## src/rtl/mapping_pkg.sv

```systemverilog
// rtl/mapping_pkg.sv - shared types and constants for the MappingLayer line-buffer scheduler
//
// Contents:
//   sched_state_t         frame sequencing states (IDLE, FILL, RUN, DONE)
//   DEF_LINE_WIDTH        default beats per input line
//   DEF_FRAME_LINES       default lines (and output rows) per frame
//   DEF_NUM_BANKS         default number of line-buffer banks
//   BANK_W/ADDR_W/ROW_W   port widths for bank index, beat address, row index
//   CNT_W                 width of the line occupancy counters
package mapping_pkg;

    typedef enum logic [1:0] {
        IDLE = 2'd0,
        FILL = 2'd1,
        RUN  = 2'd2,
        DONE = 2'd3
    } sched_state_t;

    localparam int DEF_LINE_WIDTH  = 320;
    localparam int DEF_FRAME_LINES = 180;
    localparam int DEF_NUM_BANKS   = 4;

    localparam int BANK_W = 2;
    localparam int ADDR_W = 9;
    localparam int ROW_W  = 8;
    localparam int CNT_W  = 8;

endpackage

```

## src/rtl/bank_credit_counter.sv

```systemverilog
// rtl/bank_credit_counter.sv - line-buffer occupancy tracking (written vs retired lines)
//
// Ports:
//   i_clk          clock
//   i_rstn         synchronous active-low reset
//   i_clr          clear both counters (abort / end of frame); wins over increments
//   i_line_inc     an input line completed this cycle
//   i_free_inc     a line was retired this cycle
//   o_wr_lines     completed input lines, 0..FRAME_LINES
//   o_freed        retired lines
//   o_space_next   frame not fully written and a bank is free, evaluated on the
//                  counter values that will hold after this clock edge
module bank_credit_counter
    import mapping_pkg::*;
#(
    parameter int FRAME_LINES = DEF_FRAME_LINES,
    parameter int NUM_BANKS   = DEF_NUM_BANKS
) (
    input  logic             i_clk,
    input  logic             i_rstn,
    input  logic             i_clr,
    input  logic             i_line_inc,
    input  logic             i_free_inc,
    output logic [CNT_W-1:0] o_wr_lines,
    output logic [CNT_W-1:0] o_freed,
    output logic             o_space_next
);

    logic [CNT_W-1:0] wr_lines_n;
    logic [CNT_W-1:0] freed_n;
    logic [CNT_W-1:0] occ_n;

    always_comb begin
        wr_lines_n = o_wr_lines;
        freed_n    = o_freed;
        if (i_clr) begin
            wr_lines_n = '0;
            freed_n    = '0;
        end else begin
            if (i_line_inc) wr_lines_n = o_wr_lines + CNT_W'(1);
            if (i_free_inc) freed_n    = o_freed + CNT_W'(1);
        end
    end

    // The reader only retires line y-1 after lines up to y+1 exist, so the
    // difference never underflows.
    assign occ_n        = wr_lines_n - freed_n;
    assign o_space_next = (wr_lines_n < CNT_W'(FRAME_LINES)) && (occ_n < CNT_W'(NUM_BANKS));

    always_ff @(posedge i_clk) begin
        if (!i_rstn) begin
            o_wr_lines <= '0;
            o_freed    <= '0;
        end else begin
            o_wr_lines <= wr_lines_n;
            o_freed    <= freed_n;
        end
    end

endmodule

```

## src/rtl/line_window_scheduler.sv

```systemverilog
// rtl/line_window_scheduler.sv - frame sequencer for the 4-bank line buffer (write gating, 3-line read windows, bank retire)
//
// Optional feature: define SCHED_ERR_STATUS_EN for sticky protocol error flags on o_err.
//
// Ports:
//   i_clk           clock
//   i_rstn          synchronous active-low reset (priority over i_abort)
//   i_start         frame start pulse, honoured only in IDLE
//   i_abort         abandon frame, return to IDLE with counters cleared
//   i_wr_beat       input beat accepted upstream this cycle
//   i_rd_line_done  reader finished the current row window
//   o_wr_allow      registered tready gate for the input stream
//   o_wr_bank       bank receiving the current input line
//   o_wr_addr       beat address within the current input line
//   o_rd_start      one-cycle pulse launching a row window
//   o_rd_base_bank  bank holding line y-1 of the active window
//   o_rd_row        output row y
//   o_pad_top       active window is row 0 (line y-1 is zero)
//   o_pad_bot       active window is the last row (line y+1 is zero)
//   o_busy          frame in progress (FILL or RUN)
//   o_frame_done    one-cycle end-of-frame pulse
//   o_err           sticky errors: [0] beat while gated, [1] stray line-done
module line_window_scheduler
    import mapping_pkg::*;
#(
    parameter int LINE_WIDTH  = DEF_LINE_WIDTH,
    parameter int FRAME_LINES = DEF_FRAME_LINES,
    parameter int NUM_BANKS   = DEF_NUM_BANKS
) (
    input  logic              i_clk,
    input  logic              i_rstn,
    input  logic              i_start,
    input  logic              i_abort,
    input  logic              i_wr_beat,
    input  logic              i_rd_line_done,
    output logic              o_wr_allow,
    output logic [BANK_W-1:0] o_wr_bank,
    output logic [ADDR_W-1:0] o_wr_addr,
    output logic              o_rd_start,
    output logic [BANK_W-1:0] o_rd_base_bank,
    output logic [ROW_W-1:0]  o_rd_row,
    output logic              o_pad_top,
    output logic              o_pad_bot,
    output logic              o_busy,
    output logic              o_frame_done,
    output logic [1:0]        o_err
);

    sched_state_t     state;
    sched_state_t     state_n;
    logic [CNT_W-1:0] wr_lines;
    logic [CNT_W-1:0] freed;
    logic             space_next;
    logic             rd_active;
    logic             active_st;
    logic             wr_fire;
    logic             line_end;
    logic             retire;
    logic             last_row;
    logic             launch;
    logic             clr;
    logic             free_inc;
    logic [CNT_W:0]   rd_need;

    assign active_st = (state == FILL) || (state == RUN);
    assign wr_fire   = i_wr_beat && o_wr_allow;
    assign line_end  = wr_fire && (o_wr_addr == ADDR_W'(LINE_WIDTH - 1));
    assign retire    = i_rd_line_done && rd_active;
    assign last_row  = (o_rd_row == ROW_W'(FRAME_LINES - 1));
    assign clr       = i_abort || (state == DONE);
    // Row 0 retires no line: line y-1 of row 0 is the zero pad.
    assign free_inc  = retire && (o_rd_row != '0);

    // A window for row y needs lines up to y+1, except the last row which
    // substitutes zeros below the frame.
    always_comb begin
        rd_need = {1'b0, o_rd_row} + (CNT_W + 1)'(2);
        if (rd_need > (CNT_W + 1)'(FRAME_LINES)) begin
            rd_need = (CNT_W + 1)'(FRAME_LINES);
        end
    end

    assign launch = active_st && !rd_active && !i_abort && ({1'b0, wr_lines} >= rd_need);

    bank_credit_counter #(
        .FRAME_LINES (FRAME_LINES),
        .NUM_BANKS   (NUM_BANKS)
    ) u_credit (
        .i_clk        (i_clk),
        .i_rstn       (i_rstn),
        .i_clr        (clr),
        .i_line_inc   (line_end),
        .i_free_inc   (free_inc),
        .o_wr_lines   (wr_lines),
        .o_freed      (freed),
        .o_space_next (space_next)
    );

    always_comb begin
        state_n = state;
        if (i_abort) begin
            state_n = IDLE;
        end else begin
            case (state)
                IDLE:    if (i_start) state_n = FILL;
                FILL:    if (launch) state_n = RUN;
                RUN:     if (retire && last_row) state_n = DONE;
                DONE:    state_n = IDLE;
                default: state_n = IDLE;
            endcase
        end
    end

    always_ff @(posedge i_clk) begin
        if (!i_rstn) begin
            state      <= IDLE;
            o_wr_allow <= 1'b0;
            o_wr_addr  <= '0;
            o_rd_row   <= '0;
            o_rd_start <= 1'b0;
            rd_active  <= 1'b0;
        end else begin
            state <= state_n;
            // Gate computed from post-edge counters so a line completion and a
            // retire landing together are both reflected in the next cycle.
            o_wr_allow <= ((state_n == FILL) || (state_n == RUN)) && space_next;
            if (clr) begin
                o_wr_addr  <= '0;
                o_rd_row   <= '0;
                o_rd_start <= 1'b0;
                rd_active  <= 1'b0;
            end else begin
                o_rd_start <= launch;
                if (wr_fire) begin
                    o_wr_addr <= line_end ? '0 : o_wr_addr + ADDR_W'(1);
                end
                if (launch) begin
                    rd_active <= 1'b1;
                end else if (retire) begin
                    rd_active <= 1'b0;
                end
                if (retire) begin
                    o_rd_row <= o_rd_row + ROW_W'(1);
                end
            end
        end
    end

    assign o_wr_bank      = wr_lines[BANK_W-1:0];
    assign o_rd_base_bank = rd_active ? (o_rd_row[BANK_W-1:0] + BANK_W'(NUM_BANKS - 1)) : '0;
    assign o_pad_top      = rd_active && (o_rd_row == '0);
    assign o_pad_bot      = rd_active && last_row;
    assign o_busy         = active_st;
    assign o_frame_done   = (state == DONE);

`ifdef SCHED_ERR_STATUS_EN
    logic [1:0] err_q;

    always_ff @(posedge i_clk) begin
        if (!i_rstn) begin
            err_q <= 2'b00;
        end else if (i_start) begin
            err_q <= 2'b00;
        end else begin
            if (i_wr_beat && !o_wr_allow) err_q[0] <= 1'b1;
            if (i_rd_line_done && !rd_active) err_q[1] <= 1'b1;
        end
    end

    assign o_err = err_q;
`else
    assign o_err = 2'b00;
`endif

endmodule
```

## config.mk

```make
export PLATFORM = sky130hd
export DESIGN_NAME = line_window_scheduler
export DESIGN_NICKNAME = d
export VERILOG_FILES = /design/src/rtl/mapping_pkg.sv /design/src/rtl/bank_credit_counter.sv /design/src/rtl/line_window_scheduler.sv
export SDC_FILE = /design/constraint.sdc
export NUM_CORES = 1
export LEC_CHECK = 0
export CAP_MARGIN = 20
export CORE_ASPECT_RATIO = 0.7
export CORE_UTILIZATION = 55
export DETAILED_ROUTE_END_ITERATION = 8
export PLACE_DENSITY = 0.8
export SETUP_SLACK_MARGIN = 0.2
export SYNTH_ARGS = -nofsm -noshare
export SYNTH_HDL_FRONTEND = slang
export SYNTH_SLANG_ARGS = --single-unit
```

## constraint.sdc

```tcl
create_clock -name i_clk -period 4.18 [get_ports i_clk]
set_input_delay 0.418 -clock i_clk [delete_from_list [all_inputs] [get_ports i_clk]]
set_output_delay 0.418 -clock i_clk [all_outputs]
set_load 0.02 [all_outputs]
```

==> out/metrics.cfg <==
[synth]
synth_edf_count=0
synth-simple-area-share=0.2919
yosysSeqAreaShare=0.2882
synth-async-reset-ratio=0
synth_ff_type=dfxtp_1
yosys.area.top_type=dfxtp_1
synth_cells=330
netlist_top_cells_count=nor2_1, dfxtp_1, nand2_1
ys_top_cells_by_area=dfxtp_1, ha_1, nor2_1, xor2_1, nand2_1
synth_mux_area_frac=0.01185
synth-compound-area-share=0.1474
synth_adder_area_share=0.1185
synth_most_common_cell=nor2_1
yosys.area_share.xor_xnor=0.1019
yosys_warnings=0
synth_top_area_frac=0.2882
syn_area_um2=2640
synth-seq-cells=38
synth_cell_types=52
syn_avg_cell_area_um2=8.000
synth_top_family_by_area=simple AND/OR/NAND/NOR gates

[pwr]
ir_drop_mv=0.1832
sequentialPowerShare=0.545
p_comb_frac=0.051
p_clk_frac=0.404
p_leak_nw=1.116
p_sw_w=0.0001608
powerDensity_nw_per_um2=216.2
finalPower_w=0.0006687
switching_share=0.2405
p_int_w=0.0005079

[sta]
finalSetupTns_ns=0
timing.fmax_mhz=274.7
skew_ns=0.006605
period_minus_slack_ns=3.641
holdWs_ns=0.4999
slew_violations=0
tightest_slew_ns=0.8943
slew_headroom=0.4023
hold_violations=0
fin_crit_sh=0.8710
setup_viol=0
grt_setup_unrepaired=no

[finish]
final_util=0.6905
insertedDiodeCount=0
fillers=356
finalNetCount=393
layout-drive-gt1-share=0.05785
area_growth_pct=17.16

[detailed_routing]
vias_per_cell=5.988
routed-via-count=2503
drc=7
ant_nets=0
wl_per_cell_um=14.53
drtPass1Iterations=8
dr.first_iter.drc_count=168
wl_um=6073

[setup_path]
required_ns=4.37
max_stage_delay_ns=0.47
critPathSlowestCell=dfxtp_1
critical_path_class=reg2reg
rr_endpoint=o_wr_allow
r2r_setup_slack_ns=0.54
endpoint=o_wr_allow
arrival_ns=3.83
crit_path_max_fanout=7
r2r-start=o_rd_row[0]
start_kind=flip-flop
cp-end-kind=flip-flop
rr_worst_depth=17
crit_chain=inv_1 -> ha_1 -> nand2b_1 -> o2bb2ai_1 -> a221o_1 -> a21oi_1 -> o21ai_0 -> o21ai_1 -> nor2_1 -> ha_1 -> nor3_1 -> nand2_1 -> a21oi_1 -> nor2_1 -> o311ai_2 -> xor2_1 -> a2111oi_2
cp-startpoint=o_rd_row[0]

[outcome]
failed_checks=design-rule violations
outcome=finished with violations

[floorplan]
core_um2=4479
die_area_um2=5086
die_h_um=59.97
die_w_um=84.81
num_rows=20
io_pins=35
start_util=0.5894

[clocking]
cts_buffer_depth=2
numCtsBuffers=5
htree_levels=2
cts.sinks=38
clock_latency_ns=0.29
path_clk_slew_ns=0.08
root_buffer=clkbuf_8
cts_tree=done

[grt]
grt_pass1_vias=2010
grt_max_degree=25
antenna_found_initial=0
grt_pass1_wl_um=9791
track_usage=0.2518
grt_overflow_total=0

[place]
hpwl_um=4576
portBuffers=32
gp_congestion=0.8770

[flow_run]
drv_cap=0

[worst_hold_path]
min_path_type=reg2reg

==> flip-flops by register name, summed over array words and instances, names as in the netlist <==
| signal | cells |
|---|---|
| o_rd_row | 8 |
| o_rd_start | 1 |
| o_wr_addr | 9 |
| o_wr_allow | 1 |
| rd_active | 1 |
| state | 2 |
| u_credit.o_freed | 8 |
| u_credit.o_wr_lines | 8 |
==> stage by stage <==
stage / area [um2] / worst slack, ns / instances
after floorplan: 2644 / 0.6682 / 331
after global placement: 2990 / 0.5872 / 410
after detailed placement: 2990 / 0.3006 / 410
after CTS: 3085 / 0.2760 / 418
after global routing: 3093 / 0.2040 / 418
final: 3093 / 0.5391 / 418
==> how the worst min path moves through the flow <==
stage                        startpoint                   to  slack, ns  cells after the start
finish                     o_wr_addr[1]         o_wr_addr[1]       0.50                      2
global route               o_wr_addr[1]         o_wr_addr[1]       0.54                      2
global placement           o_wr_addr[1]         o_wr_addr[1]       0.48                      2
detailed placement         o_wr_addr[1]         o_wr_addr[1]       0.48                      2
CTS                        o_wr_addr[1]         o_wr_addr[1]       0.50                      2
floorplan           u_credit.o_freed[7]  u_credit.o_freed[7]       0.48                      2
==> cells in the final DEF (no fill, tap or decap), drive strengths merged, types with 3 or more instances in the layout <==
master and count:
clkbuf 6, xor2 15, o22ai 3, xnor2 13, or2 3, nor2 45, nand3 12, nor2b 8
nand4 13, dfxtp 38, ha 25, nor3 5, inv 8, or3 5, buf 4, nor4 5
nor3b 3, and3 8, clkdlybuf4s50 32, and2 3, a21oi 20, nand2b 5, nand2 31, o21ai 18
==> cell type report <==
cell class / count / area [um2] / area share
Multi-Input combinational cell: 273 / 1788 / 0.5781
Sequential cell: 38 / 760.7 / 0.2460
Timing Repair Buffer: 36 / 350.3 / 0.1133
Clock buffer: 6 / 82.58 / 0.02670
Tap cell: 55 / 68.82 / 0.02225
Inverter: 8 / 30.03 / 0.009709
Clock inverter: 2 / 12.51 / 0.004045
==> kinds of logic (layout without fill, tap and decap cells) <==
kind of cell               after synthesis  in the layout
other                                    1              2
DFF                                     38             38
muxes                                    3              3
xor gates and xnor gates                29             29
and+or+nand+nor                        152            152
adders and majority gates               25             25
buffers and inverters                   20             52
AOI/OAI and AO/OA                       62             62
==> routing by layer <==
layer  GRT usage  wire length (um)  vias to the layer above
met4     0.05085                34                        0
met5           0                 0                        -
met2      0.3600              2383                      112
li1            -                 -                     1239
met3     0.04144               560                        4
met1      0.3927              3094                     1148
==> what timing repair did <==
action                                  CTS  global route
gates resized for setup                   0             3
buffers inserted                          0             0
endpoints found under the setup margin    0             2
hold endpoints to repair                  0             0
hold buffers                              0             0
==> power groups by stage <==
| stage | Sequential (W) | Combinational, W | Clock [W] |
|---|---|---|---|
| floorplan | 0.000373 | 0.0000193 | 0 |
| global placement | 0.000373 | 0.0000330 | 0 |
| detailed placement | 0.000373 | 0.0000332 | 0 |
| CTS | 0.000364 | 0.0000334 | 0.000276 |
| global route | 0.000365 | 0.0000373 | 0.000293 |
| finish | 0.000365 | 0.0000339 | 0.000270 |
==> critical path, delay by kind of cell (launching register included) <==
family                   cells  cell delay, ns
AO/OA/AOI/OAI                8            1.66
AND/OR/NAND/NOR              5            0.72
flip-flops                   1            0.47
adder cells (fa/ha/maj)      2            0.40
buffers and inverters        1            0.15
XOR/XNOR                     1            0.13
Power figures use the tool's default switching activity.
==> RTL edit 1 (same flow settings) <==
Register the input `i_abort` before use. The logic sees it one clock later. The other inputs are not delayed to match.
--- a/src/rtl/line_window_scheduler.sv
+++ b/src/rtl/line_window_scheduler.sv
@@ -46,6 +46,12 @@
     output logic [1:0]        o_err
 );
 
+    logic i_abort_q;
+
+    always_ff @(posedge i_clk) begin
+        i_abort_q <= i_abort;
+    end
+
     sched_state_t     state;
     sched_state_t     state_n;
     logic [CNT_W-1:0] wr_lines;
@@ -67,7 +73,7 @@
     assign line_end  = wr_fire && (o_wr_addr == ADDR_W'(LINE_WIDTH - 1));
     assign retire    = i_rd_line_done && rd_active;
     assign last_row  = (o_rd_row == ROW_W'(FRAME_LINES - 1));
-    assign clr       = i_abort || (state == DONE);
+    assign clr       = i_abort_q || (state == DONE);
     // Row 0 retires no line: line y-1 of row 0 is the zero pad.
     assign free_inc  = retire && (o_rd_row != '0);
 
@@ -80,7 +86,7 @@
         end
     end
 
-    assign launch = active_st && !rd_active && !i_abort && ({1'b0, wr_lines} >= rd_need);
+    assign launch = active_st && !rd_active && !i_abort_q && ({1'b0, wr_lines} >= rd_need);
 
     bank_credit_counter #(
         .FRAME_LINES (FRAME_LINES),
@@ -98,7 +104,7 @@
 
     always_comb begin
         state_n = state;
-        if (i_abort) begin
+        if (i_abort_q) begin
             state_n = IDLE;
         end else begin
             case (state)
Formal check against the unedited RTL: not equivalent (a bounded check fails within 4 cycles, from zero or initial values and one cycle with i_rstn low).
==> RTL edit 1 against the original RTL <==
- routed wire length grew 2.0%
- cell area rose by 0.16%
- global-route usage is 0.32 points higher
- total power decreased by 1.3%
- worst setup slack gained 0.0061 ns
- sequential cell count rose by 1
- critical path depth stayed put
- non-clock buffer count unchanged
- synthesized area grew 0.76%
- critical path type unchanged
- highest routed layer unchanged
==> RTL edit 1: results (changes against the original RTL) <==
| Metric | Value |
|---|---|
| Outcome | `finished, final reports clean (was finished with violations)` |
| Synth cell count leaders | `nor2_1, dfxtp_1, nand2_1 (unchanged)` |
| Clock buf/inv share | `2.706% (was 3.074%)` |
| Maximum vdd drop | `0.1264 mV (was 0.1832 mV)` |
| Overall routed net length | `6195 um (was 6073 um)` |
| Post-DP Area | `3010 sq um (was 2990 sq um)` |
| Syn avg cell area | `8.036 sq um (was 8.000 sq um)` |
| Post-Place Setup Slack | `0.2766 ns (was 0.3006 ns)` |
| Area of the multi-input gates | `1784 sq um (was 1788 sq um)` |
| Starting DRC count in detailed routing | `204 (was 168)` |
| Most area-consuming cells after synthesis | `dfxtp_1, ha_1, nor2_1, xor2_1, nand2_1 (unchanged)` |
| Fill count | `370 (was 356)` |
| Drt drc | `0 (was 7)` |
| Clock Sinks | `39 (was 38)` |
| Layout cells sized above 1 | `5.769% (was 5.785%)` |
| Final nets | `394 (was 393)` |
| Fin cells | `419 (was 418)` |
| Vias per cell | `5.833 (was 5.988)` |
| Vias in the first global route | `2071 (was 2010)` |
| Drt pass-1 iters | `5 (was 8)` |
| GRT Util Overall | `25.49% (was 25.18%)` |
| Cell area after synthesis | `2660 sq um (was 2640 sq um)` |
| First-pass GRT wire length | `10090 um (was 9791 um)` |
| Seq/Total Area, Yosys | `29.35% (was 28.82%)` |
| Worst-Margin Slew | `0.9231 ns (was 0.8943 ns)` |
| Detailed placement HPWL | `4702 um (was 4576 um)` |
## RTL edit 1: worst paths after layout
path | start | endpoint | slack, ns | cells after the start
worst max-delay path | o_rd_row[0] | o_wr_allow | 0.55 | 17
worst min-delay path | o_wr_addr[1] | o_wr_addr[1] | 0.51 | 2
worst max register to register | o_rd_row[0] | o_wr_allow | 0.55 | 17
worst min register to register | o_wr_addr[1] | o_wr_addr[1] | 0.51 | 2
## RTL edit 1: critical path: cells and delay by family, from the launching register on
kind / cells / cell delay [ns]
buffers and inverters: 1 / 0.15
AOI/OAI and AO/OA: 8 / 1.67
DFF: 1 / 0.47
and+or+nand+nor: 5 / 0.70
adders and majority gates: 2 / 0.39
xor gates and xnor gates: 1 / 0.14
## RTL edit 1: power groups by stage
stage / registers, mW / logic, mW / clock network, mW
global placement: 0.384 / 0.0320 / 0
global route: 0.376 / 0.0355 / 0.272
detailed placement: 0.384 / 0.0322 / 0
floorplan: 0.384 / 0.0193 / 0
finish: 0.375 / 0.0329 / 0.252
CTS: 0.375 / 0.0325 / 0.256
## RTL edit 1: per-layer routing
| metal | GRT usage (%) | vias up | wire [um] |
|---|---|---|---|
| li1 | - | 1241 | - |
| met1 | 37.82 | 1123 | 3259 |
| met2 | 37.56 | 76 | 2527 |
| met3 | 5.249 | 4 | 366 |
| met4 | 6.053 | 0 | 42 |
| met5 | 0 | - | 0 |
## RTL edit 1: cells by family (layout without fill, tap and decap cells)
| logic type | Yosys count | after routing | synth area share, % |
|---|---|---|---|
| simple gates | 152 | 152 | 28.97 |
| compound gates | 62 | 62 | 14.63 |
| flops | 39 | 39 | 29.35 |
| xor+xnor | 29 | 29 | 10.11 |
| fa+ha+maj | 25 | 25 | 11.76 |
| buf+inv | 20 | 52 | 3.857 |
| mux | 3 | 3 | 1.176 |
| other cells | 1 | 2 | 0.1410 |
==> RTL edit 2 (same flow settings) <==
Without the edit above. `ADDR_W`: 9 -> 10.
--- a/src/rtl/mapping_pkg.sv
+++ b/src/rtl/mapping_pkg.sv
@@ -21,7 +21,7 @@
     localparam int DEF_NUM_BANKS   = 4;
 
     localparam int BANK_W = 2;
-    localparam int ADDR_W = 9;
+    localparam int ADDR_W = 10;
     localparam int ROW_W  = 8;
     localparam int CNT_W  = 8;
 
Ports: changed (resized o_wr_addr); port bits go from 35 to 36. No check against the original RTL was run, so the function may have changed too.
==> RTL edit 2 against the original RTL <==
- worst setup slack got worse by 0.18 ns
- routed wire length increased by 17%
- sequential cell count increased by 1
- synthesized area increased by 9.7%
- global-route usage increased by 3.0 points
- final cell count increased by 10%
- synthesized cell count increased by 9.4%
- maximum frequency decreased by 4.6%
- total power decreased by 0.17%
- sequential share of layout area decreased by 1.3 points
- highest routed layer unchanged
- critical path depth decreased by 1
- via count increased by 10%
- cell area increased by 8.7%
==> RTL edit 2: results (changes against the original RTL) <==
| Metric | Value |
|---|---|
| Pin count of the biggest net entering global routing | `24 (was 25)` |
| Synthesized instance count | `361 (was 330)` |
| Seq/Total Area, Yosys | `26.95% (was 28.82%)` |
| Critical path arrival | `4.00 ns (was 3.83 ns)` |
| Max stage delay on crit path | `0.38 ns (was 0.47 ns)` |
| Vias in the first global route | `2451 (was 2010)` |
| Register area | `784.5 sq um (was 760.7 sq um)` |
| IO Port Bufs | `33 (was 32)` |
| Starting DRC count in detailed routing | `214 (was 168)` |
| RePlAce Congestion | `0.9345 (was 0.8770)` |
| Grt met1 use | `43.19% (was 39.27%)` |
| Design Area, Final | `3363 sq um (was 3093 sq um)` |
| Maximum vdd drop | `0.1672 mV (was 0.1832 mV)` |
| Distinct cell type count after synthesis | `63 (was 52)` |
| Clock Sinks | `39 (was 38)` |
| M1 WL | `3575 um (was 3094 um)` |
| Post-DP Area | `3266 sq um (was 2990 sq um)` |
| Most area-consuming cells after synthesis | `dfxtp_1, ha_1, nor2_1, xor2_1, nand2_1 (unchanged)` |
| Cell area after synthesis | `2897 sq um (was 2640 sq um)` |
| Gate power share | `5.3% (was 5.1%)` |
| Fill count | `402 (was 356)` |
| Slowest-stage cell, CP | `a2111oi_2 (was dfxtp_1)` |
| Seq pwr | `0.374 mW (was 0.365 mW)` |
| Multi-input gates | `297 (was 273)` |
| Placed Cells | `453 (was 410)` |
| NonClk Buf Share | `11.38% (was 11.33%)` |
| Outcome | `finished, final reports clean (was finished with violations)` |
| Leak pwr | `1.268 nW (was 1.116 nW)` |
RTL edit 2: worst paths after layout:
kind                                     end  depth (start not counted)  slack (ns)
worst max-delay path              o_wr_allow                         16        0.36
worst max register to register    o_wr_allow                         16        0.36
worst min register to register  o_wr_addr[1]                          2        0.50
worst min-delay path            o_wr_addr[1]                          2        0.50
RTL edit 2: cells by family after synthesis:
| family | Yosys count | share of synthesized area [%] |
|---|---|---|
| flip-flops | 39 | 26.95 |
| XOR/XNOR | 28 | 8.466 |
| AND/OR/NAND/NOR | 170 | 31.06 |
| AO/OA/AOI/OAI | 65 | 15.51 |
| buffers and inverters | 26 | 4.622 |
| multiplexers | 6 | 2.117 |
| adder cells (fa/ha/maj) | 26 | 11.14 |
| other | 1 | 0.1295 |
RTL edit 2: worst min-delay path, delay by kind of cell, from the launching register on:
kind               cells  cell delay [ns]
DFF                    1             0.33
and+or+nand+nor        1             0.07
AOI/OAI and AO/OA      1             0.05
